==> config.mk <==
export PLATFORM = sky130hd
export DESIGN_NAME = layer_sequencer
export DESIGN_NICKNAME = d
export VERILOG_FILES = /design/src/rtl/cnn_ctrl_pkg.sv /design/src/rtl/quiet_detector.sv /design/src/rtl/layer_sequencer.sv
export SDC_FILE = /design/constraint.sdc
export NUM_CORES = 1
export LEC_CHECK = 0
export CAP_MARGIN = 20
export CORE_MARGIN = 3
export CORE_UTILIZATION = 42
export CTS_CLUSTER_SIZE = 30
export DETAILED_ROUTE_END_ITERATION = 8
export GPL_ROUTABILITY_DRIVEN = 0
export HOLD_SLACK_MARGIN = 0.08
export PLACE_DENSITY = 0.83
export SLEW_MARGIN = 20
export SYNTH_ARGS = -nofsm -noshare
export SYNTH_HDL_FRONTEND = slang
export SYNTH_SLANG_ARGS = --single-unit
==> constraint.sdc <==
create_clock -name clk -period 4.3 [get_ports clk]
set_input_delay 1.075 -clock clk [delete_from_list [all_inputs] [get_ports clk]]
set_output_delay 1.075 -clock clk [all_outputs]
set_load 0.02 [all_outputs]
==> src/rtl/cnn_ctrl_pkg.sv <==
// cnn_ctrl_pkg
// Shared definitions for the CNN control blocks.
//   seq_state_t : layer sequencer FSM states (IDLE, LAUNCH, RUN, RETIRE)
//   lid_width() : layer index width, max(1, $clog2(n))
package cnn_ctrl_pkg;

    typedef enum logic [1:0] {
        IDLE   = 2'd0,
        LAUNCH = 2'd1,
        RUN    = 2'd2,
        RETIRE = 2'd3
    } seq_state_t;

    // A single-layer network still needs a 1-bit index.
    function automatic int lid_width(input int n);
        int w;
        w = $clog2(n);
        return (w < 1) ? 1 : w;
    endfunction

endpackage

==> src/rtl/quiet_detector.sv <==
// quiet_detector
// Saturating counter of consecutive cycles on which cond is high.
// Ports:
//   clk, rst  : clock, synchronous active-high reset
//   clear     : forces the count to 0 (takes priority over cond)
//   cond      : condition sampled each cycle; a low cycle restarts the count
//   reached   : high on the cycle whose sample completes THRESHOLD
//               consecutive high samples (look-ahead on the current cond)
module quiet_detector #(
    parameter int THRESHOLD = 2
) (
    input  logic clk,
    input  logic rst,
    input  logic clear,
    input  logic cond,
    output logic reached
);

    localparam int            CW     = $clog2(THRESHOLD + 1);
    localparam logic [CW-1:0] THR    = CW'(THRESHOLD);
    localparam logic [CW-1:0] THR_M1 = CW'(THRESHOLD - 1);

    logic [CW-1:0] count;

    always_ff @(posedge clk) begin
        if (rst || clear) begin
            count <= '0;
        end else if (cond) begin
            if (count != THR) begin
                count <= count + CW'(1);
            end
        end else begin
            count <= '0;
        end
    end

    // Looking ahead lets the sequencer leave RUN on the very cycle the
    // window fills, so RETIRE follows the last quiet sample directly.
    assign reached = cond && (count >= THR_M1);

endmodule

==> src/rtl/layer_sequencer.sv <==
// layer_sequencer
// Steps a CNN datapath through NUM_LAYERS layers. Each layer is launched
// with a one-cycle pulse and retired once the event queue and the PE array
// have both been quiet for QUIET_CYCLES consecutive RUN cycles.
// Optional feature macro: LAYER_PERF_EN (per-layer cycle accounting).
// Ports:
//   clk, rst          : clock, synchronous active-high reset
//   start             : run request, honoured only in IDLE
//   abort             : ends a run on the next edge (no effect in IDLE)
//   layer_skip        : per-layer skip mask, captured when start is accepted
//   event_queue_empty : event queue has nothing pending
//   pe_idle           : PE array idle
//   busy              : run in progress (LAUNCH/RUN/RETIRE)
//   layer_active      : a layer is launched and not yet retired
//   layer_id          : current layer index, held while idle
//   layer_start       : one-cycle pulse on launch
//   layer_done        : one-cycle pulse on retire
//   done              : sticky, run completed normally
//   aborted           : sticky, run was aborted
//   layer_cycles      : cycles of the retiring layer (0 without LAYER_PERF_EN)
// All outputs are registered from the next-state decode.
module layer_sequencer
    import cnn_ctrl_pkg::*;
#(
    parameter int NUM_LAYERS   = 3,
    parameter int QUIET_CYCLES = 2,
    parameter int CNT_W        = 24,
    parameter int LID_W        = lid_width(NUM_LAYERS)
) (
    input  logic                  clk,
    input  logic                  rst,
    input  logic                  start,
    input  logic                  abort,
    input  logic [NUM_LAYERS-1:0] layer_skip,
    input  logic                  event_queue_empty,
    input  logic                  pe_idle,
    output logic                  busy,
    output logic                  layer_active,
    output logic [LID_W-1:0]      layer_id,
    output logic                  layer_start,
    output logic                  layer_done,
    output logic                  done,
    output logic                  aborted,
    output logic [CNT_W-1:0]      layer_cycles
);

    typedef struct packed {
        logic             found;
        logic [LID_W-1:0] idx;
    } pick_t;

    // Lowest set bit of avail at or above index lo.
    function automatic pick_t next_layer(input logic [NUM_LAYERS-1:0] avail,
                                         input int lo);
        pick_t p;
        p.found = 1'b0;
        p.idx   = '0;
        for (int i = NUM_LAYERS - 1; i >= 0; i--) begin
            if (avail[i] && (i >= lo)) begin
                p.found = 1'b1;
                p.idx   = LID_W'(i);
            end
        end
        return p;
    endfunction

    seq_state_t            state;
    seq_state_t            next_state;
    logic [LID_W-1:0]      next_id;
    logic [NUM_LAYERS-1:0] skip_q;
    logic                  accept;
    logic                  set_done;
    logic                  set_aborted;
    logic                  quiet_clear;
    logic                  quiet_cond;
    logic                  quiet_reached;
    pick_t                 pick_first;
    pick_t                 pick_after;

    // The fresh mask is used for the first pick because skip_q is only
    // loaded on the same edge that accepts start.
    assign pick_first = next_layer(~layer_skip, 0);
    assign pick_after = next_layer(~skip_q, int'(layer_id) + 1);

    // The counter only runs in RUN, so the LAUNCH cycle is never sampled
    // and every new layer starts from an empty window.
    assign quiet_clear = (state != RUN);
    assign quiet_cond  = (state == RUN) && event_queue_empty && pe_idle;

    quiet_detector #(
        .THRESHOLD (QUIET_CYCLES)
    ) u_quiet (
        .clk     (clk),
        .rst     (rst),
        .clear   (quiet_clear),
        .cond    (quiet_cond),
        .reached (quiet_reached)
    );

    always_comb begin
        next_state  = state;
        next_id     = layer_id;
        accept      = 1'b0;
        set_done    = 1'b0;
        set_aborted = 1'b0;

        case (state)
            IDLE: begin
                if (start && !abort) begin
                    accept = 1'b1;
                    if (pick_first.found) begin
                        next_state = LAUNCH;
                        next_id    = pick_first.idx;
                    end else begin
                        set_done = 1'b1;
                    end
                end
            end
            LAUNCH: begin
                next_state = RUN;
            end
            RUN: begin
                if (quiet_reached) begin
                    next_state = RETIRE;
                end
            end
            RETIRE: begin
                if (pick_after.found) begin
                    next_state = LAUNCH;
                    next_id    = pick_after.idx;
                end else begin
                    next_state = IDLE;
                    set_done   = 1'b1;
                end
            end
            default: begin
                next_state = IDLE;
            end
        endcase

        // Abort overrides everything, including a pending final retire.
        if ((state != IDLE) && abort) begin
            next_state  = IDLE;
            next_id     = layer_id;
            set_done    = 1'b0;
            set_aborted = 1'b1;
        end
    end

    always_ff @(posedge clk) begin
        if (rst) begin
            state        <= IDLE;
            skip_q       <= '0;
            layer_id     <= '0;
            busy         <= 1'b0;
            layer_active <= 1'b0;
            layer_start  <= 1'b0;
            layer_done   <= 1'b0;
            done         <= 1'b0;
            aborted      <= 1'b0;
        end else begin
            state        <= next_state;
            layer_id     <= next_id;
            busy         <= (next_state != IDLE);
            layer_active <= (next_state != IDLE);
            layer_start  <= (next_state == LAUNCH);
            layer_done   <= (next_state == RETIRE);

            if (accept) begin
                skip_q <= layer_skip;
            end

            // An all-skipped run is accepted and completed on one edge,
            // so set_done must win over the clear from accept.
            if (set_done) begin
                done <= 1'b1;
            end else if (accept) begin
                done <= 1'b0;
            end

            if (set_aborted) begin
                aborted <= 1'b1;
            end else if (accept) begin
                aborted <= 1'b0;
            end
        end
    end

`ifdef LAYER_PERF_EN
    localparam logic [CNT_W-1:0] CNT_MAX = '1;

    logic [CNT_W-1:0] cyc_cnt;
    logic [CNT_W-1:0] cyc_inc;

    assign cyc_inc = (cyc_cnt == CNT_MAX) ? cyc_cnt : cyc_cnt + CNT_W'(1);

    // cyc_cnt already counts the cycle it is presented in, so the value
    // latched on entry to RETIRE includes the RETIRE cycle itself.
    always_ff @(posedge clk) begin
        if (rst) begin
            cyc_cnt      <= '0;
            layer_cycles <= '0;
        end else begin
            if (next_state == LAUNCH) begin
                cyc_cnt <= CNT_W'(1);
            end else if (next_state != IDLE) begin
                cyc_cnt <= cyc_inc;
            end

            if (next_state == RETIRE) begin
                layer_cycles <= cyc_inc;
            end
        end
    end
`else
    assign layer_cycles = '0;
`endif

endmodule

==> metrics.md <==
| Metric | Value |
|---|---|
| Crit path setup slack, layout | 1901 ps |
| DRC Markers | 0 |
| Number of antenna violations at the first check in global routing | 0 |
| CTS tree | done |
| Setup tns final | 0 ps |
| Final clock skew | about 1.3 ps |
| Fraction of the cycle the final worst path needs | 0.5580 |
| Root buf cell | sky130_fd_sc_hd__clkbuf_4 |
| Hold_buf cts | 0 |
| CP top delay family | buffers and inverters |
| Dominant register cell in the synthesized netlist | sky130_fd_sc_hd__dfxtp_1 |
| DR vias/cell | approximately 4.5 |
| Via count of the first global-routing pass | approximately 580 |
| Cell type with the largest total area after synthesis | sky130_fd_sc_hd__dfxtp_1 |
| Area growth, synth to finish | 13.68% |
| Maximum number of pins on one net before global-route repair | 9 |
| Overall track demand over capacity in global routing | 0.1275 |
| Max-cap viol count | 0 |
| Number of fill cells | ~180 |
| Arrival time reported for the critical path endpoint | 1320 ps |
| Post-CTS setup buffer count | 0 |
| Clock period minus final worst setup slack | roughly 2400 ps |
| Sequential element share of the synthesized area | 0.3128 |
| Clock-pin slew of the registers on the worst-case setup and hold paths | approximately 80 ps |
| Endpoint class of the critical path | primary output |
| Width of the die | between 50 and 60 um |
| Timing-limited maximum frequency | around 420 MHz |
| Warnings from Yosys | 0 |
| Crit Path Class | reg -> out |
| Combined buffer and inverter count along the critical path | 1 |
| Post-layout total power | ~0.53 mW |
| Cells resized by post-CTS repair | 0 |
| Cell chain of the critical path | clkdlybuf4s50_1 |
| Total standard cell area after synthesis | 832.0 sq um |
| Sort of element at the start of the critical path | flip-flop |
| Core ar. | between 1500 and 2000 sq um |
| Num CTS Buffers | 3 |
| Leakage power summed over all cells | about 0.4 nW |
| Number of register bits inferred by synthesis | 13 |
| Cell at the slowest stage of the critical path | sky130_fd_sc_hd__clkdlybuf4s50_1 |
| Final worst hold slack | 515.9 ps |
| Worst-case setup slack after placement | around 1600 ps |
| Routed wire per std cell | 10.64 um |
| Fraction of layout instances using a drive strength above 1 | 0.05310 |
| Count of antenna diodes in the layout | 0 |
| Net total in the final layout | 128 |
| Effective utilization at floorplan | 0.4618 |
| Num rows | 15 |
| Number of hold violations in the final report | 0 |
| Result of the run | finished clean |
| Die Area | roughly 2600 sq um |
| Pwr dens | roughly 560 nW/um^2 |
| Unrepaired setup endpoints after global routing | false |
| Post-Synthesis Cells | 96 |
| Share of the synthesized area in the top cell type | 0.3128 |
| Largest cells by area after synthesis | sky130_fd_sc_hd__dfxtp_1 (31%), sky130_fd_sc_hd__buf_4 (23%), sky130_fd_sc_hd__ha_1 (7.5%) |
| Biggest cell delay along the critical path | roughly 640 ps |
| Worst hold path type | reg -> reg |
| Count of routing violations after the opening detailed-route iteration | 10 |
| First-pass DRT Iterations | 4 |
| Final setup viols | 0 |
| # IOs | 41 |
| Share of flip-flops with an asynchronous set or reset after synthesis | 0 |
| Wire length of the first global-routing pass | 2.456 mm |
| Via Count | 625 |
| Final ANT Viol Nets | 0 |
| Synthesized area per cell | 8.667 sq um |
| Data required, critical path | about 3200 ps |
| Total routed wirelength | ~1.5 mm |
| Count of distinct cell types in the synthesized netlist | 31 |
| Crit Path Max Fanout | 5 |
| Worst vdd rail ir drop | approximately 0.3 mV |
| Buffer depth of the longest clock path | 2 |
| Grt total ovfl | 0 |
| HPWL after detailed placement | 1.163 mm |
| Height of the chip | a little over 50 um |
| Number of H-tree branching levels | 1 |
| Number of synthesized flops with an enable pin | 0 |
| Count of input and output buffers | 16 |
| Slew Viols, Final | 0 |
| Clk Latency, worst-skew pair | between 200 and 300 ps |
| CTS sink cnt | 13 |
cell type report:
cell class	count	area, sq um	area share
multi-input cells	74	444.2	0.4696
flip-flops and latches	13	260.3	0.2751
repair buffers	16	160.2	0.1693
well taps	25	31.28	0.03307
clock buffers	3	22.52	0.02381
inverters	6	22.52	0.02381
clock inverters	1	5.005	0.005291
path summary, 6_finish.rpt:
| check | start | to | slack (ps) | cells after the start |
|---|---|---|---|---|
| worst max register to register | state[0]$_SDFF_PP0_ | layer_id[0]$_SDFFE_PP0P_ | 2420 | 6 |
| worst min-delay path | done$_SDFFE_PP0P_ | done$_SDFFE_PP0P_ | 520 | 1 |
| worst min register to register | done$_SDFFE_PP0P_ | done$_SDFFE_PP0P_ | 520 | 1 |
| worst max-delay path | layer_id[1]$_SDFFE_PP0P_ | layer_id[1] | 1900 | 1 |
cell usage after synthesis (2+ instances only):
master and count:
sky130_fd_sc_hd__buf_4 25, sky130_fd_sc_hd__dfxtp_1 13, sky130_fd_sc_hd__nor2_1 9, sky130_fd_sc_hd__inv_1 6, sky130_fd_sc_hd__ha_1 5, sky130_fd_sc_hd__o21ai_0 5
sky130_fd_sc_hd__a21oi_1 4, sky130_fd_sc_hd__mux2i_1 2, sky130_fd_sc_hd__nand2_1 2, sky130_fd_sc_hd__nor3_1 2, sky130_fd_sc_hd__nor3b_1 2, sky130_fd_sc_hd__o21bai_1 2
power by group:
| part | internal (mW) | switching, mW |
|---|---|---|
| clock network | 0.0345 | 0.0432 |
| registers | 0.153 | 0.0237 |
| logic | 0.115 | 0.158 |
metrics by stage:
stage / util / area [sq um] / std cells
after floorplan: - / 918.4 / 119
after global placement: 0.5097 / 918.4 / 134
after detailed placement: 0.5097 / 918.4 / 134
after CTS: 0.5250 / 945.9 / 138
after global routing: 0.5250 / 945.9 / 138
final: 0.5250 / 945.9 / 138
per-layer routing:
metal,GRT usage,wire length (um)
met1,0.1722,668
met2,0.1848,662
met3,0.02671,103
met4,0.07623,34
met5,0,0
layout by cell type, fill, tap and decap left out, drive strengths merged, types with 2 or more instances in the layout:
cell type       n
nand2           2
a21oi           4
nor3            2
dfxtp          13
clkdlybuf4s50  16
o21bai          2
o21ai           5
mux2i           2
ha              5
nor3b           2
conb           24
inv             6
clkbuf          3
nor2            9
flip-flops by register name, indices dropped and copies added (netlist names):
| name | count |
|---|---|
| layer_id | 2 |
| skip_q | 2 |
| state | 2 |
| u_quiet.count | 2 |
| aborted | 1 |
| done | 1 |
| layer_active | 1 |
| layer_done | 1 |
| layer_start | 1 |
cells by family (layout without fill, tap and decap cells):
family,after synthesis,after routing,share of synthesized area
AOI/OAI and AO/OA,19,19,0.1699
xor gates and xnor gates,1,1,0.01053
adders and majority gates,5,5,0.07519
buffers and inverters,32,26,0.2571
DFF,13,13,0.3128
muxes,2,2,0.02406
other,1,24,0.004507
and+or+nand+nor,23,23,0.1459
No activity file was read; power rests on OpenSTA's default activity.
==> edit, RTL diff (same flow settings) <==
The parameter `NUM_LAYERS` goes from 3 to 2.
--- a/src/rtl/layer_sequencer.sv
+++ b/src/rtl/layer_sequencer.sv
@@ -24,3 +24,3 @@
 #(
-    parameter int NUM_LAYERS   = 3,
+    parameter int NUM_LAYERS   = 2,
     parameter int QUIET_CYCLES = 2,
Interface: changed (resized layer_id and layer_skip); port bits go from 41 to 39. No check against the original RTL was run, so the function may have changed too.
==> edit against the original RTL <==
Worst setup slack improved by 0.057 ns. Register-to-register slack better by 0.14 ns. Total power down 17%. Clock power down 8.5%. Sequential share of layout area shrank 1.6 points. Largest power group unchanged. Critical path type unchanged. Sequential power fell by 19%. Sequential cell count shrank 2. Design area fell by 10%. Routed wire length decreased by 9.9%. Fmax increased by 2.5%. Area after synthesis decreased by 9.3%. Via count shrank 8.8%.
==> edit: results (changes against the original RTL) <==
Layout
  • Largest regs: state: 2 flops, u_quiet.count: 2 flops
  • NumNets Final: 117 (was 128)
  • Number of diodes: 0 (unchanged)
  • Fraction of layout cells with a size suffix above 1: 5.83% (was 5.31%)

Place
  • DP HPWL: 1020 µm (was 1160 µm)
  • IO buf count: 14 (was 16)

Worst setup path
  • FF-to-FF setup slack: 2.56 ns (was 2.42 ns)
  • CP delay by family, top: buffers and inverters (unchanged)
  • CP Launch Type: flip-flop (unchanged)
  • Crit path DAT: 1.27 ns (was 1.32 ns)
  • Slowest stage delay, CP: 0.62 ns (was 0.64 ns)
  • Crit path max fanout: 4 (was 5)

Global routing
  • Initial antenna violation count: 0 (unchanged)
  • First-pass GRT wire length: 2080 µm (was 2460 µm)
  • Largest net degree at the start of global routing: 10 (was 9)
  • Vias in the first global route: 502 (was 576)
  • Total GRT Usage: 11.3% (was 12.7%)

Logic synthesis
  • Register area share after synthesis: 29.2% (was 31.3%)
  • Ranking of synthesized cells by area: dfxtp_1, buf_4, ha_1 (unchanged)
  • Yosys warnings: 0 (unchanged)
  • Main synth FF type: dfxtp_1 (unchanged)
  • Cell variety after synth: 30 (was 31)
  • Fraction of registers with async set/reset: 0% (unchanged)
  • Top cells by count, synth: buf_4, dfxtp_1, inv_1 (was buf_4, dfxtp_1, nor2_1)

Clocking
  • Num CTS Buffers: 3 (unchanged)
  • Clock latency on the worst-skew pair: around 0.27 ns
  • Clk slew on worst S/H paths: approximately 0.070 ns
  • Clk root buf: clkbuf_4 (unchanged)

Routing
  • Total length of routed met2 wires: 621 µm (was 662 µm)
  • Vias: 570 (was 625)
  • Drt wl/cell: 10.4 µm (was 10.6 µm)
  • Detailed Route Iter0 Violations: 14 (was 10)
  • Pre-Repair DR Iteration Count: 4 (unchanged)
  • Metal1 wirelength: 536 µm (was 668 µm)
  • Metal3 WL: 130 µm (was 103 µm)

Pwr
  • Switching Share: 41.3% (was 42.6%)
  • Lkg Pwr: 0.369 nW (was 0.399 nW)
  • VDD IR-drop max: 241 µV (was 301 µV)

Status
  • Status: finished, final reports clean (unchanged)

Timing
  • Clk_skew: 0.00417 ns (was 0.00126 ns)
  • Final TNS setup: 0 ns (unchanged)
edit: cell count changes after synthesis, moves of 2 or more:
cell      unedited run  this run
dfxtp_1             13        11
nor2_1               9         5
nor4_1               0         2
o21ai_0              5         2
o21bai_1             2         0
edit: kinds of logic after synthesis:
family / after synthesis / synth area share (%)
buffers and inverters: 31 / 27.9
AND/OR/NAND/NOR: 22 / 17.2
AO/OA/AOI/OAI: 14 / 13.1
flip-flops: 11 / 29.2
adder cells (fa/ha/maj): 5 / 8.29
multiplexers: 2 / 2.65
other: 1 / 0.497
XOR/XNOR: 1 / 1.16
edit: per-layer routing:
layer  vias to the layer above  global-route usage, %
li1                        279                      -
met1                       255                   12.9
met2                        30                   18.6
met3                         6                   3.37
met4                         0                   7.11
met5                         -                      0
edit: layout make-up:
type	instances	area [µm²]
Fill cell	141	744
Multi-Input combinational cell	68	410
Sequential cell	11	220
Timing Repair Buffer	14	140
Tap cell	24	30.0
Clock buffer	4	26.3
Inverter	6	22.5
edit: path summary, 6_finish.rpt:
check	startpoint	depth (start not counted)	endpoint
min	aborted	1	aborted
min reg2reg	aborted	1	aborted
max	layer_id	1	layer_id
max reg2reg	state[0]	5	state[0]
edit: metrics by stage:
step / worst slack (ns) / hold slack [ns] / instances / util, % / cell area (µm²)
floorplan: 2.44 / 0.479 / 110 / - / 841
global placement: 1.93 / 0.455 / 123 / 51.6 / 823
detailed placement: 1.87 / 0.464 / 123 / 51.6 / 823
CTS: 1.95 / 0.486 / 127 / 53.3 / 850
global route: 1.92 / 0.499 / 127 / 53.3 / 850
finish: 1.96 / 0.479 / 127 / 53.3 / 850
edit: power by group through the flow:
stage	clock [W]	combinational (W)	sequential [W]
after CTS	0.0000715	0.000223	0.000143
after detailed placement	0	0.000220	0.000145
after global placement	0	0.000215	0.000145
final	0.0000711	0.000223	0.000143
after floorplan	0	0.000157	0.000161
after global routing	0.0000769	0.000243	0.000145
